### src/rtl/start_fifo_srl_reader_pkg.sv
// Shared types and helpers for the start-token FIFO.
// Optional occupancy outputs are enabled with START_FIFO_OCC_EN.
package start_fifo_srl_reader_pkg;

  localparam int START_TOK_W = 1;

  typedef logic [START_TOK_W-1:0] start_tok_t;

  function automatic int cnt_w(input int depth);
    return (depth < 1) ? 1 : $clog2(depth + 1);
  endfunction

endpackage

### src/rtl/start_fifo_srl_store.sv
// Shift-register token storage; entry 0 is the newest token.
// No reset: contents are only meaningful below the occupancy count.
module start_fifo_srl_store
  import start_fifo_srl_reader_pkg::*;
#(
  parameter int DATA_WIDTH = 1,
  parameter int ADDR_WIDTH = 1,
  parameter int DEPTH      = 2
) (
  input  logic                  clk,
  input  logic                  we,
  input  logic [ADDR_WIDTH-1:0] addr,
  input  logic [DATA_WIDTH-1:0] din,
  output logic [DATA_WIDTH-1:0] dout
);

  logic [DATA_WIDTH-1:0] mem_q [DEPTH];
  logic [DATA_WIDTH-1:0] mem_d [DEPTH];

  always_comb begin
    mem_d = mem_q;
    if (we) begin
      mem_d[0] = din;
      for (int i = 1; i < DEPTH; i++) begin
        mem_d[i] = mem_q[i-1];
      end
    end
  end

  always_ff @(posedge clk) begin
    mem_q <= mem_d;
  end

  assign dout = mem_q[addr];

endmodule

### src/rtl/start_fifo_srl_reader.sv
// Show-ahead start-token FIFO: occupancy, read address and flags.
// Define START_FIFO_OCC_EN for if_num_data_valid / if_almost_full.
module start_fifo_srl_reader
  import start_fifo_srl_reader_pkg::*;
#(
  parameter int DATA_WIDTH = 1,
  parameter int ADDR_WIDTH = 1,
  parameter int DEPTH      = 2
) (
  input  logic                  clk,
  input  logic                  reset,
  input  logic [DATA_WIDTH-1:0] if_din,
  input  logic                  if_write_ce,
  input  logic                  if_write,
  output logic                  if_full_n,
  output logic [DATA_WIDTH-1:0] if_dout,
  input  logic                  if_read_ce,
  input  logic                  if_read,
`ifdef START_FIFO_OCC_EN
  output logic                  if_empty_n,
  output logic [cnt_w(DEPTH)-1:0] if_num_data_valid,
  output logic                  if_almost_full
`else
  output logic                  if_empty_n
`endif
);

  localparam int CW = cnt_w(DEPTH);

  logic            push;
  logic            pop;
  logic [CW-1:0]   cnt_q, cnt_d;
  logic [ADDR_WIDTH-1:0] addr_q, addr_d;
  logic            empty_n_q, empty_n_d;
  logic            full_n_q, full_n_d;

  assign push = if_write & if_write_ce & full_n_q;
  assign pop  = if_read & if_read_ce & empty_n_q;

  always_comb begin
    cnt_d = cnt_q;
    unique case ({push, pop})
      2'b10:   cnt_d = cnt_q + CW'(1);
      2'b01:   cnt_d = cnt_q - CW'(1);
      default: cnt_d = cnt_q;
    endcase
  end

  // The newest token sits at entry 0, so the oldest is at cnt-1.
  always_comb begin
    addr_d = '0;
    if (cnt_d != '0) begin
      addr_d = ADDR_WIDTH'(cnt_d - CW'(1));
    end
  end

  assign empty_n_d = (cnt_d != '0);
  assign full_n_d  = (cnt_d != CW'(DEPTH));

  always_ff @(posedge clk) begin
    if (reset) begin
      cnt_q     <= '0;
      addr_q    <= '0;
      empty_n_q <= 1'b0;
      full_n_q  <= 1'b1;
    end else begin
      cnt_q     <= cnt_d;
      addr_q    <= addr_d;
      empty_n_q <= empty_n_d;
      full_n_q  <= full_n_d;
    end
  end

  assign if_empty_n = empty_n_q;
  assign if_full_n  = full_n_q;

`ifdef START_FIFO_OCC_EN
  logic almost_full_q, almost_full_d;

  assign almost_full_d = (cnt_d >= CW'(DEPTH - 1));

  always_ff @(posedge clk) begin
    if (reset) begin
      almost_full_q <= 1'b0;
    end else begin
      almost_full_q <= almost_full_d;
    end
  end

  assign if_num_data_valid = cnt_q;
  assign if_almost_full    = almost_full_q;
`endif

  start_fifo_srl_store #(
    .DATA_WIDTH (DATA_WIDTH),
    .ADDR_WIDTH (ADDR_WIDTH),
    .DEPTH      (DEPTH)
  ) u_store (
    .clk  (clk),
    .we   (push),
    .addr (addr_q),
    .din  (if_din),
    .dout (if_dout)
  );

endmodule

### config.mk
export PLATFORM = sky130hd
export DESIGN_NAME = start_fifo_srl_reader
export DESIGN_NICKNAME = d
export VERILOG_FILES = /design/src/rtl/start_fifo_srl_reader_pkg.sv /design/src/rtl/start_fifo_srl_store.sv /design/src/rtl/start_fifo_srl_reader.sv
export SDC_FILE = /design/constraint.sdc
export NUM_CORES = 1
export LEC_CHECK = 0
export CORE_AREA = 2 2 39 41
export CTS_BUF_LIST = sky130_fd_sc_hd__clkbuf_2 sky130_fd_sc_hd__clkbuf_4 sky130_fd_sc_hd__clkbuf_8
export CTS_CLUSTER_DIAMETER = 100
export CTS_CLUSTER_SIZE = 16
export DETAILED_ROUTE_END_ITERATION = 8
export DIE_AREA = 0 0 41 43
export PLACE_DENSITY = 0.48
export SLEW_MARGIN = 20
export SYNTH_ARGS = -nofsm -noshare
export SYNTH_HDL_FRONTEND = slang
export SYNTH_HIERARCHICAL = 1
export SYNTH_SLANG_ARGS = --single-unit
export TNS_END_PERCENT = 10
### constraint.sdc
create_clock -name clk -period 2.55 [get_ports clk]
set_input_delay 0.6375 -clock clk [delete_from_list [all_inputs] [get_ports clk]]
set_output_delay 0.6375 -clock clk [all_outputs]
set_load 0.02 [all_outputs]
==> results of run 1 <==
[worst min-delay path by stage]
stage	cells past startpoint	from	slack, ns	end
detailed placement	0	u_store/mem_q[1]	0.46	u_store/mem_q[0]
global placement	0	u_store/mem_q[1]	0.44	u_store/mem_q[0]
floorplan	0	u_store/mem_q[1]	0.43	u_store/mem_q[0]
global route	0	u_store/mem_q[1]	0.48	u_store/mem_q[0]
CTS	0	u_store/mem_q[1]	0.47	u_store/mem_q[0]
finish	0	u_store/mem_q[1]	0.46	u_store/mem_q[0]
[power groups by stage]
stage / combinational [mW] / sequential, mW / clock (mW)
after floorplan: 0.0198 / 0.132 / 0
after global placement: 0.0418 / 0.129 / 0
after detailed placement: 0.0435 / 0.130 / 0
after CTS: 0.0439 / 0.127 / 0.117
after global routing: 0.0476 / 0.128 / 0.126
final: 0.0436 / 0.127 / 0.113
[metrics by stage]
stage | total power, mW | cell area (µm²) | utilization
after floorplan | 0.152 | 289 | -
after global placement | 0.171 | 399 | 0.288
after detailed placement | 0.173 | 399 | 0.288
after CTS | 0.288 | 429 | 0.310
after global routing | 0.302 | 429 | 0.310
final | 0.284 | 429 | 0.310
[cells by family (layout without fill, tap and decap cells)]
group / Yosys count / after routing / synth area share
AO/OA/AOI/OAI: 4 / 4 / 0.0866
XOR/XNOR: 2 / 2 / 0.0606
adder cells (fa/ha/maj): 1 / 1 / 0.0433
buffers and inverters: 2 / 15 / 0.0260
flip-flops: 7 / 7 / 0.554
multiplexers: 1 / 1 / 0.0519
AND/OR/NAND/NOR: 9 / 9 / 0.177
[sequential cells by signal (all words and copies together) (netlist names)]
signal,flops
u_store/mem_q,2
addr_q,1
cnt_q,2
if_empty_n,1
if_full_n,1
[final cells by class]
class | count | area [µm²] | area share
repair buffers | 9 | 90.1 | 0.210
multi-input cells | 17 | 121 | 0.283
inverters | 2 | 7.51 | 0.0175
well taps | 16 | 20.0 | 0.0466
flip-flops and latches | 7 | 160 | 0.373
clock buffers | 4 | 30.0 | 0.0700
[layout by cell type, fill, tap and decap left out, drive strengths merged]
cell type	count
a211oi	1
a21oi	1
a22oi	1
and3	1
clkbuf	4
clkdlybuf4s50	9
dfxtp	5
edfxtp	2
ha	1
inv	2
mux2	1
nand3	1
nor2	1
nor2b	3
nor3	1
o21ai	1
or2	1
or3	1
xnor2	2
[layer usage]
| layer | routed length (µm) | track usage |
|---|---|---|
| met5 | 0 | 0 |
| met3 | 54 | 0.0785 |
| met2 | 262 | 0.113 |
| met4 | 14 | 0.0800 |
| met1 | 236 | 0.0784 |
==> qor.yml, run 1 <==
critical_path:
  r2r_cells: 5
  cp-end-kind: "primary output"
  worst-path-buf-inv: 1
  cp_slowest_stage_delay_ns: 0.53
  rr_endpoint: "if_full_n"
  crit_chain: "mux2_4 > clkdlybuf4s50_1"
  cp_slowest_cell: "clkdlybuf4s50_1"
  critical_path_class: "flop to primary output"
  path_depth: 2
  required_ns: 1.91
  cp_top_family: "buffers and inverters"
  r2r_start: "if_empty_n"
  cp-startpoint: "u_store/mem_q[1]"
  r2r_setup_slack_ns: 0.96
  start_kind: "flop"
  cp.arrival_ns: 1.44
  endpoint: "if_dout"
  worstPathMaxFanout: 2
logic_synthesis:
  dominantRegCellSynth: "dfxtp_1"
  yosys_warnings: 6
  ys_async_sr_fraction: 0
  yosys-top-cells-area: "dfxtp_1 (35%), edfxtp_1 (21%), nor2b_1 (6.5%)"
  syn-num-nets: 34
  synth_top_area_frac: 0.346
  postSynthCellCount: 26
  post-synth-top-count-cell: "dfxtp_1"
  seq_area_frac_synth: 0.554
  synth_edf_count: 2
  post_synth.cell_area_avg_um2: 11.1
  synthTopCellsByCount: "dfxtp_1 (5), nor2b_1 (3), edfxtp_1 (2), inv_1 (2), xnor2_1 (2)"
  ys_types: 17
  yosysTopAreaCell: "dfxtp_1"
  synthesis.area_um2: 289
  synth-seq-cells: 7
die:
  die_w_um: 41
  core_region_area_mm2: 0.00138
  rows: 14
  initial_core_util: 0.209
  dieArea_mm2: 0.00176
  dieHeight_um: 43
  ioPinCount: 10
cts:
  tritoncts: "done"
  cts_buffers: 3
  post-cts-setup-buffer-count: 0
  cts_max_level: 1
  hold_buffers: 0
  clk_pin_slew_worst_paths_ns: 0.05
  cts_root_buf: "clkbuf_4"
  clock-sinks: 7
  clk_latency_ns: 0.26
  clock_path_buffers: 2
  cts_resized: 0
power:
  total_leakage_power_nw: 0.161
  intPower_uw: 218
  power.density_mw_per_mm2: 663
  p_sw_frac: 0.233
  vdd.ir_drop.worst_uv: 241
  seqPwrFrac: 0.448
  comb_power_share: 0.153
  clkPwrFrac: 0.399
  switchingPower_uw: 66.4
grt:
  grt_pass1_wl_um: 890
  antenna_found_initial: 0
  grt_overflow: 0
  grt_usage: 0.0878
  grt_max_degree: 6
  grt_pass1_vias: 223
sta:
  fmax_mhz: 480
  setup_viol: 0
  clock-skew-final_ns: 0.00836
  relSlewSlack: 0.852
  fin_crit_ns: 2.08
  setup_ws_ns: 0.468
  slew_violations: 0
  rsz0062_at_grt: "no"
  worst_pin_slew_ns: 0.221
  min_period_over_period: 0.816
  hold_viol: 0
  holdWs_ns: 0.465
  fin_setup_tns_ns: 0
layout:
  nets: 48
  fin_cells: 55
  layout-drive-gt1-share: 0.154
  diodes: 0
  fill_cells: 152
  syn_to_final_growth_pct: 48.5
placed_design:
  place_inst: 51
  dp_hpwl_um: 444
  routabilityCongestion: 0.635
  io_buffer_count: 9
  dp_slack_ns: 0.231
min_path:
  hp-class: "flop to flop"
routing:
  initialDrtViolationCount: 6
  viasPerCell: 4.13
  first_pass_iters: 2
  ant_nets: 0
  drt-total-wl_um: 568
  routed-via-count: 227
  remaining_drc_errors: 0
  wl_per_cell_um: 10.3
status:
  status: "finished, final reports clean"
run:
  maxCapViolCount: 0
Note: power is estimated with default switching activity, not from simulation.
==> run 2: changes to the inputs <==
--- a/config.mk
+++ b/config.mk
@@ -11,7 +11,7 @@
 export CTS_CLUSTER_SIZE = 16
 export DETAILED_ROUTE_END_ITERATION = 8
 export DIE_AREA = 0 0 41 43
-export PLACE_DENSITY = 0.48
+export PLACE_DENSITY = 0.5
 export SLEW_MARGIN = 20
 export SYNTH_ARGS = -nofsm -noshare
 export SYNTH_HDL_FRONTEND = slang
==> constraint.sdc (replaced) <==
create_clock -name clk -period 1.8 [get_ports clk]
set_input_delay 0.45 -clock clk [delete_from_list [all_inputs] [get_ports clk]]
set_output_delay 0.45 -clock clk [all_outputs]
set_load 0.02 [all_outputs]
==> run 2 against run 1 <==
Net effect:
- clock skew is 0.0018 ns lower
- die area stayed put
- register-to-register slack worse by 0.61 ns
- combinational power is 79% higher
- utilization is 3.5 points higher
- clock power is 38% higher
- count of clock-buffer cells in the layout stayed put
==> qor.yml, run 2 (synthesized netlist as in run 1, its figures left out) <==
status:
  status: "finished, final reports clean"
critical_path:
  worst-path-buf-inv: 1
  cp_top_family: "simple AND/OR/NAND/NOR gates"
  worstPathMaxFanout: 4
  r2r_cells: 5
  cp_slowest_cell: "clkdlybuf4s50_1"
  cp.arrival_ns: 1.87
  crit_chain: "clkdlybuf4s50_1 > nand3_2 > ha_4 > nor2b_4 > a22oi_1 > or2_2"
  start_kind: "input port"
  critical_path_class: "input port to flop"
  r2r_setup_slack_ns: 0.35
  r2r_start: "if_empty_n"
  cp-end-kind: "flop"
  path_depth: 6
  rr_endpoint: "if_full_n"
  cp_slowest_stage_delay_ns: 0.47
  required_ns: 1.93
routing:
  remaining_drc_errors: 0
  initialDrtViolationCount: 4
  wl_per_cell_um: 10.5
  routed-via-count: 245
  top_layer: "met3"
  wl_met3_um: 70
  met1_length_um: 242
  first_pass_iters: 4
  ant_nets: 0
  dr_wl_met2_um: 295
  viasPerCell: 4.22
  drt-total-wl_um: 608
min_path:
  hold_end: "u_store/mem_q[0]"
  hp-class: "flop to flop"
  hp-start: "u_store/mem_q[1]"
  whs_path_depth: 0
grt:
  grt_max_degree: 6
  grt_overflow: 0
  grt_pass1_wl_um: 931
  grt_pass1_vias: 252
  grt_usage: 0.0788
  antenna_found_initial: 0
power:
  power.density_mw_per_mm2: 868
  vdd.ir_drop.worst_uv: 241
  finalPower_uw: 415
  seqPwrFrac: 0.437
  intPower_uw: 321
  p_sw_frac: 0.227
  switchingPower_uw: 94.3
  total_leakage_power_nw: 0.187
  comb_power_share: 0.188
  clkPwrFrac: 0.375
layout:
  diodes: 0
  nets: 51
  fin_cells: 58
  mostFrequentLayoutCells: "clkdlybuf4s50_1 (8), dfxtp_1 (5), clkbuf_4 (4)"
  layout-drive-gt1-share: 0.310
  final_core_util: 0.345
  syn_to_final_growth_pct: 65.4
  top_regs: "cnt_q x2, u_store/mem_q x2"
  final_common_cell: "clkdlybuf4s50_1"
cts:
  post-cts-setup-buffer-count: 0
  cts_buffers: 3
  cts_max_level: 1
  clk_pin_slew_worst_paths_ns: 0.05
  clk_latency_ns: 0.25
  cts_root_buf: "clkbuf_4"
  clock-sinks: 7
  tritoncts: "done"
  clock_path_buffers: 2
run:
  maxCapViolCount: 0
die:
  rows: 14
  die_w_um: 41
  core_region_area_mm2: 0.00138
  dieArea_mm2: 0.00176
  ioPinCount: 10
  dieHeight_um: 43
  initial_core_util: 0.209
placed_design:
  dp_slack_ns: -0.282
  io_buffer_count: 9
  place_inst: 54
  dp_hpwl_um: 464
  routabilityCongestion: 0.771
sta:
  setup_viol: 0
  relSlewSlack: 0.853
  fin_setup_tns_ns: 0
  hold_viol: 0
  min_period_over_period: 0.967
  setup_ws_ns: 0.0600
  clock-skew-final_ns: 0.00660
  fin_crit_ns: 1.74
  fmax_mhz: 575
  slew_violations: 0
  worst_pin_slew_ns: 0.220
run 2: worst max path at each step:
| stage | to | start | slack (ns) |
|---|---|---|---|
| after floorplan | if_full_n | if_read | 0.22 |
| after global placement | if_full_n | if_write | -0.23 |
| after detailed placement | if_full_n | if_write | -0.28 |
| after CTS | if_full_n | if_write | 0.003 |
| after global routing | if_full_n | if_write_ce | -0.02 |
| final | if_full_n | if_write_ce | 0.06 |
run 2: stage by stage:
step	area [µm²]	hold WS (ns)
2_1_floorplan	289	0.427
3_3_place_gp	422	0.442
3_5_place_dp	422	0.461
4_1_cts	453	0.460
5_1_grt	478	0.474
6_report	478	0.461
run 2: area by class of cell:
type / count / area (µm²)
clock buffers: 4 / 30.0
fillers: 154 / 906
inverters: 2 / 7.51
multi-input cells: 17 / 149
flip-flops and latches: 7 / 160
well taps: 16 / 20.0
repair buffers: 12 / 111
run 2: power groups by stage:
stage	Clock (mW)	Sequential [mW]	Combinational [mW]
5_1_grt	0.171	0.183	0.0865
3_5_place_dp	0	0.183	0.0697
2_1_floorplan	0	0.187	0.0281
4_1_cts	0.166	0.180	0.0701
6_report	0.156	0.181	0.0779
3_3_place_gp	0	0.183	0.0680
run 2: worst register-to-register path: cells and delay by family (launching register included):
family / cells / cell delay (ns)
AND/OR/NAND/NOR: 3 / 0.64
AO/OA/AOI/OAI: 1 / 0.11
adder cells (fa/ha/maj): 1 / 0.29
flip-flops: 1 / 0.30
run 2: layer usage:
metal,GRT usage,vias to the layer above
met1,0.0852,112
met3,0.0471,0
met2,0.125,10
met4,0.0200,0
li1,-,123
met5,0,-
run 2: timing repair:
action | CTS | global route
hold buffers | 0 | 0
pin swaps | 0 | 2
resized for setup | 2 | 4
setup endpoints to repair | 2 | 4
==> run 3: changes to the inputs <==
--- a/config.mk
+++ b/config.mk
@@ -5,6 +5,7 @@
 export SDC_FILE = /design/constraint.sdc
 export NUM_CORES = 1
 export LEC_CHECK = 0
+export CAP_MARGIN = 25
 export CORE_AREA = 2 2 39 41
 export CTS_BUF_LIST = sky130_fd_sc_hd__clkbuf_2 sky130_fd_sc_hd__clkbuf_4 sky130_fd_sc_hd__clkbuf_8
 export CTS_CLUSTER_DIAMETER = 100
@@ -12,6 +13,7 @@
 export DETAILED_ROUTE_END_ITERATION = 8
 export DIE_AREA = 0 0 41 43
 export PLACE_DENSITY = 0.5
+export SKIP_CTS_REPAIR_TIMING = 1
 export SLEW_MARGIN = 20
 export SYNTH_ARGS = -nofsm -noshare
 export SYNTH_HDL_FRONTEND = slang
==> run 3 against run 2 <==
Net effect:
- clock power barely moved
- register-to-register slack improved by 0.02 ns
- utilization rose by 0.27 points
- final cell count did not move
- critical path type unchanged
==> qor.yml, run 3 (synthesized netlist as in run 1, its figures left out) <==
status:
  status: "finished, final reports clean"
die:
  ioPinCount: 10
  dieArea_mm2: 0.00176
  core_region_area_mm2: 0.00138
  dieHeight_um: 43
  initial_core_util: 0.209
  die_w_um: 41
  rows: 14
layout:
  layout-drive-gt1-share: 0.310
  diodes: 0
  mostFrequentLayoutCells: "clkdlybuf4s50_1 (8), dfxtp_1 (5), clkbuf_4 (4)"
  nets: 51
  final_core_util: 0.348
  top_regs: "cnt_q x2, u_store/mem_q x2"
  syn_to_final_growth_pct: 66.7
  final_common_cell: "clkdlybuf4s50_1"
routing:
  first_pass_iters: 3
  viasPerCell: 4.19
  remaining_drc_errors: 0
  routed-via-count: 243
  wl_per_cell_um: 10.6
  drt-total-wl_um: 617
  initialDrtViolationCount: 6
  ant_nets: 0
critical_path:
  worstPathMaxFanout: 4
  r2r_start: "if_empty_n"
  cp_slowest_stage_delay_ns: 0.47
  r2r_cells: 5
  cp.arrival_ns: 1.85
  worst-path-buf-inv: 1
  start_kind: "input port"
  path_depth: 6
  r2r_setup_slack_ns: 0.37
  critical_path_class: "input port to flop"
  cp_top_family: "simple AND/OR/NAND/NOR gates"
  cp_slowest_cell: "clkdlybuf4s50_1"
  cp-end-kind: "flop"
  required_ns: 1.93
  crit_chain: "clkdlybuf4s50_1 > nand3_2 > ha_4 > nor2b_4 > a22oi_1 > or2_2"
  rr_endpoint: "if_full_n"
sta:
  fmax_mhz: 580
  setup_viol: 0
  hold_viol: 0
  fin_crit_ns: 1.73
  worst_pin_slew_ns: 0.224
  min_period_over_period: 0.959
  clock-skew-final_ns: 0.00521
  holdWs_ns: 0.461
  slew_violations: 0
  relSlewSlack: 0.851
  setup_ws_ns: 0.0744
grt:
  grt_max_degree: 6
  grt_usage: 0.0768
  grt_pass1_wl_um: 910
  antenna_found_initial: 0
  grt_overflow: 0
  grt_pass1_vias: 249
cts:
  cts_buffers: 3
  clk_latency_ns: 0.25
  clock-sinks: 7
  clk_pin_slew_worst_paths_ns: 0.05
  clock_path_buffers: 2
  cts_max_level: 1
  tritoncts: "done"
  cts_root_buf: "clkbuf_4"
min_path:
  hp-class: "flop to flop"
  hp-start: "u_store/mem_q[1]"
  hold_end: "u_store/mem_q[0]"
  whs_path_depth: 0
power:
  vdd.ir_drop.worst_uv: 240
  total_leakage_power_nw: 0.195
  power.density_mw_per_mm2: 866
placed_design:
  io_buffer_count: 9
  routabilityCongestion: 0.771
  dp_hpwl_um: 464
  dp_slack_ns: -0.282
run:
  maxCapViolCount: 0
[run 3: cell count changes in the layout (fill, tap and decap cells not counted), sizes merged]
cell and delta:
dlygate4sd2 -1, dlymetal6s2s +1
[run 3: metal layers]
metal	GRT usage	routed length [µm]	vias up
li1	-	-	122
met1	0.0820	247	111
met2	0.122	297	10
met3	0.0471	72	0
met4	0.0200	0	0
met5	0	0	-
[run 3: cell type report]
| cell class | instances | area (µm²) |
|---|---|---|
| multi-input cells | 17 | 149 |
| inverters | 2 | 7.51 |
| well taps | 16 | 20.0 |
| flip-flops and latches | 7 | 160 |
| clock buffers | 4 | 30.0 |
| fillers | 152 | 902 |
| repair buffers | 12 | 115 |
[run 3: per-stage QoR]
step	cell area [µm²]	TNS [ns]	total power, mW	instances
6_report	482	0	0.417	58
5_1_grt	482	-0.0131	0.441	58
4_1_cts	452	-0.105	0.416	58
3_5_place_dp	422	-0.850	0.253	54
3_3_place_gp	422	-0.657	0.251	54
2_1_floorplan	289	0	0.215	26
[run 3: how the worst max path moves through the flow]
stage | to | from | slack, ns
finish | if_full_n | if_write | 0.07
global route | if_full_n | if_write | -0.01
CTS | if_dout | u_store/mem_q[1] | -0.09
detailed placement | if_full_n | if_write | -0.28
global placement | if_full_n | if_write | -0.23
floorplan | if_full_n | if_read | 0.22
[run 3: where the power goes]
part	switching [mW]	internal, mW	total [mW]
logic	0.0302	0.0486	0.0788
clock network	0.0577	0.0996	0.157
registers	0.00784	0.173	0.181
total	0.0958	0.322	0.417
